## src/rtl/fifo_rd_stream.sv

```systemverilog
// Read-side adapter from an async FIFO (1-cycle read latency) to a valid/ready stream.
// Optional accepted-word counter on out_count is enabled by defining FIFO_RD_STREAM_CNT_EN.
module fifo_rd_stream #(
    parameter int unsigned DATASIZE = 8
) (
    input  logic                rclk,
    input  logic                rst,
    input  logic                empty,
    input  logic [DATASIZE-1:0] rdata,
    output logic                rinc,
    output logic                m_valid,
    output logic [DATASIZE-1:0] m_data,
    input  logic                m_ready,
    output logic [1:0]          buf_cnt
`ifdef FIFO_RD_STREAM_CNT_EN
    ,
    output logic [15:0]         out_count
`endif
);

    localparam int unsigned LVLW = 3;

    logic [DATASIZE-1:0] mem [2];
    logic                head;
    logic                tail;
    logic                inflight;
    logic                pop;
    logic [LVLW-1:0]     level;

    assign m_valid = (buf_cnt != 2'd0);
    assign m_data  = mem[head];

    // Credit: words held plus the word on its way must stay within the two entries.
    always_comb begin
        pop   = m_valid & m_ready;
        level = LVLW'(buf_cnt) + LVLW'(inflight) - LVLW'(pop);
        rinc  = ~rst & ~empty & (level < LVLW'(2));
    end

    always_ff @(posedge rclk) begin
        if (rst) begin
            inflight <= 1'b0;
            head     <= 1'b0;
            tail     <= 1'b0;
            buf_cnt  <= 2'd0;
        end else begin
            inflight <= rinc;
            buf_cnt  <= 2'(level);
            if (inflight) tail <= ~tail;
            if (pop)      head <= ~head;
        end
    end

    // Storage carries no reset; occupancy alone decides validity.
    always_ff @(posedge rclk) begin
        if (!rst && inflight) mem[tail] <= rdata;
    end

`ifdef FIFO_RD_STREAM_CNT_EN
    always_ff @(posedge rclk) begin
        if (rst)      out_count <= 16'd0;
        else if (pop) out_count <= out_count + 16'd1;
    end
`endif

endmodule

```

## config.mk

```make
export PLATFORM = sky130hd
export DESIGN_NAME = fifo_rd_stream
export DESIGN_NICKNAME = d
export VERILOG_FILES = /design/src/rtl/fifo_rd_stream.sv
export SDC_FILE = /design/constraint.sdc
export NUM_CORES = 1
export LEC_CHECK = 0
export BUFFER_PORTS_ARGS = -buffer_cell sky130_fd_sc_hd__buf_2
export CORE_MARGIN = 10
export CORE_UTILIZATION = 45
export CTS_BUF_LIST = sky130_fd_sc_hd__clkbuf_2
export CTS_CLUSTER_DIAMETER = 50
export DETAILED_ROUTE_END_ITERATION = 10
export HOLD_SLACK_MARGIN = 0.05
export PLACE_DENSITY = 0.76
export SYNTH_ARGS = -nofsm -noshare
export SYNTH_HDL_FRONTEND = slang
export SYNTH_SLANG_ARGS = --single-unit
```

## constraint.sdc

```tcl
create_clock -name rclk -period 2.3 [get_ports rclk]
set_input_delay 0.23 -clock rclk [delete_from_list [all_inputs] [get_ports rclk]]
set_output_delay 0.23 -clock rclk [all_outputs]
set_load 0.005 [all_outputs]
```

==> summary.txt <==
Status
  • Outcome: complete, but fails checks
  • Failing checks: setup timing

Timing
  • Setup Skew: between 0.004 and 0.005 ns
  • RSZ-0062 raised after global routing: true
  • Final setup viols: 1
  • Final Max Tran Viols: 0
  • Worst slew pin tran: between 0.3 and 0.4 ns
  • Period utilization: 106%
  • Final min period: 2.43 ns
  • Final hold viol count: 0
  • Max Freq: slightly above 400 MHz
  • Rel. slew slack: approximately 76%
  • Setup WS post-layout: -0.128 ns

Global route
  • Vias in the first global route: between 500 and 600
  • Tot GR Track Use: around 7.8%
  • Initial antenna violation count: 0
  • Largest net degree at the start of global routing: 13
  • Gr ovfl total: 0
  • First-pass GRT wire length: around 2.5 mm

Clocking
  • CTS tree: built
  • Clock sink total: 22
  • H-tree levels: 1
  • Root buffer cell: clkbuf_2
  • CTS buffer count: 3
  • Clk_lat worst skew: slightly above 0.3 ns
  • Clock buffer depth: 2
  • Worst-path clk slew: 0.18 ns

Drt
  • Met1 Wirelength: 576 microns
  • Post-DRT Antenna Nets: 0
  • Max layer used: met4
  • Vias: about 530
  • Vias per std cell: approximately 4.8
  • Met2 WL: between 800 and 900 microns
  • Final wirelength: between 1.5 and 2 mm
  • DRC viols: 0
  • Met3 wire length: approximately 150 microns
  • Initial DRT Pass Iterations: 2
  • Wire length per cell: ~14 microns
  • DRT iter0 DRCs: 3

Final layout
  • Final Util: roughly three fifths
  • Layout cells sized above 1: between 50% and 60%
  • Nets: between 100 and 150
  • N_diodes: 0
  • Area Overhead vs Synth: 27.0%

Setup path
  • R2R setup slack: between 0.4 and 0.5 ns
  • CP Cell Sequence: o21a_1, ha_1, inv_1, ha_2, fa_1, nor4_2, buf_2
  • Critical path's slowest cell: fa_1
  • Worst reg2reg path depth: 6
  • CP Data Required Time: 2.07 ns
  • Max incr delay on CP: 0.48 ns
  • Setup crit start kind: flip-flop
  • CP max FO: 5
  • Buf/Inv on CP: 2
  • Kind of critical path: flip-flop to output pin
  • CP endpoint kind: output pin
  • WP data arrival: 2.20 ns
  • Largest delay share family, worst path: adder cells
  • R2r startpoint: buf_cnt[1]$_SDFF_PP0_
  • Reg-to-Reg End: inflight$_SDFF_PP0_

Yosys
  • Post-Syn Area: approximately 870 sq um
  • Top post-synthesis cells by count: edfxtp_1, mux2_2, dfxtp_1
  • Largest cells by area after synthesis: edfxtp_1, dfxtp_1, mux2_2
  • Number of synthesized register bits: 22
  • Share of the synthesized area in the top cell type: between 50% and 60%
  • Top FF cell, synth: edfxtp_1
  • Most frequent cell after synthesis: edfxtp_1
  • Syn Nets: between 60 and 70
  • Syn Area/Cell: ~16 sq um
  • YS warnings: 0
  • Sequential share of the synthesized area: between 60 and 70%
  • Synthesized netlist cell count: 54
  • Netlist cell types: 15
  • Post-synth EDFFs: 16
  • Cell taking the most area after synthesis: edfxtp_1
  • Asr flop ratio synth: 0%

Die
  • Initial Util: between 40% and 50%
  • Num ports: 24
  • # rows: 15
  • Die width: between 60 and 70 microns
  • Die Area: just over 0.004 sq mm
  • Chip height: 63.9 microns
  • Placeable Area: around 0.0018 sq mm

Placed design
  • GPL Wtd Cong: between 0.6 and 0.7
  • IO Port Bufs: 23
  • Hpwl dp: 1.13 mm

Pwr
  • Power per cell area: a little under 1000 mW/mm^2
  • Max VDD drop: approximately 0.55 mV
  • Total power: 0.00106 W
  • P_leak: 0.443 nW

Min path
  • Hold path endpoint: inflight$_SDFF_PP0_
  • Worst Hold Class: input port to flip-flop
  • Hold path startpoint: empty
  • WHS Path Cells: 2

Job
  • Max_cap viols: 0
## state kept, by name, summed over array words and instances, names as in the netlist, named ones only
register / cells
head: 1
buf_cnt: 2
mem: 16
inflight: 1
tail: 1
## timing repair
action	in CTS	in global routing
hold buffers	0	2
gates resized for setup	4	1
pin swaps	3	2
setup endpoints to repair	1	1
endpoints found under the hold margin	0	3
buffers inserted	1	3
## cell usage in the layout, fill, tap and decap left out, drive strengths merged
master,instances
xnor2,2
edfxtp,16
nor2b,3
inv,4
fa,1
buf,29
mux2,10
dfxtp,6
nor2,2
o21a,1
ha,2
clkinv,1
nor3,1
or2,1
dlygate4sd3,2
nor4,2
nor3b,1
clkbuf,3
## stage by stage
step / cells / worst slack, ns / cell area, sq um / TNS, ns / hold slack, ns
2_1_floorplan: 54 / 0.300 / 866 / 0 / 0.309
3_3_place_gp: 102 / 0.198 / 1020 / 0 / 0.415
3_5_place_dp: 102 / 0.173 / 1020 / 0 / 0.415
4_1_cts: 107 / -0.206 / 1050 / -0.206 / 0.0503
5_1_grt: 112 / -0.282 / 1100 / -0.282 / 0.0504
6_report: 112 / -0.128 / 1100 / -0.128 / 0.0893
## where the power goes
| group | total, W | leakage [nW] | internal, W | switching [W] |
|---|---|---|---|---|
| sequential | 0.000540 | 0.195 | 0.000496 | 0.0000435 |
| combinational | 0.000376 | 0.234 | 0.000225 | 0.000151 |
| clock | 0.000143 | 0.0140 | 0.0000378 | 0.000105 |
## area by class of cell
class	count	area (sq um)
multi-input cells	26	249
clock inverters	1	3.75
fillers	161	683
repair buffers	31	180
inverters	4	15.0
well taps	25	31.3
flip-flops and latches	22	606
clock buffers	3	15.0
## worst register-to-register path, stage by stage, from the launching register on
cell and delay [ns]:
dfxtp_4 0.39, o21a_1 0.19, ha_1 0.27, inv_1 0.04, ha_2 0.16, fa_1 0.48, nor4_1 0.25
## kinds of logic (layout without fill, tap and decap cells)
kind of cell    count (synthesis)  count (layout)  synth area share, %
compound gates                  1               1                0.867
xor+xnor                        2               2                 2.02
fa+ha+maj                       3               3                 5.20
buf+inv                         6              39                 2.89
flops                          22              22                 69.4
mux                            10              10                 13.0
simple gates                   10              10                 6.65
## routing by layer
| layer | up-vias | global-route usage, % |
|---|---|---|
| li1 | 257 | - |
| met1 | 255 | 7.07 |
| met2 | 19 | 13.4 |
| met3 | 2 | 4.18 |
| met4 | 0 | 4.92 |
| met5 | - | 0 |
## how the worst max path moves through the flow
stage                                startpoint  endpoint  slack (ns)  cells after the start
after global placement    buf_cnt[1]$_SDFF_PP0_      rinc        0.20                      7
after CTS                 buf_cnt[1]$_SDFF_PP0_      rinc       -0.21                      7
after detailed placement  buf_cnt[1]$_SDFF_PP0_      rinc        0.17                      7
after floorplan           buf_cnt[1]$_SDFF_PP0_      rinc        0.30                      6
final                     buf_cnt[1]$_SDFF_PP0_      rinc       -0.13                      7
after global routing      buf_cnt[1]$_SDFF_PP0_      rinc       -0.28                      7
(Power assumes the default switching activity.)
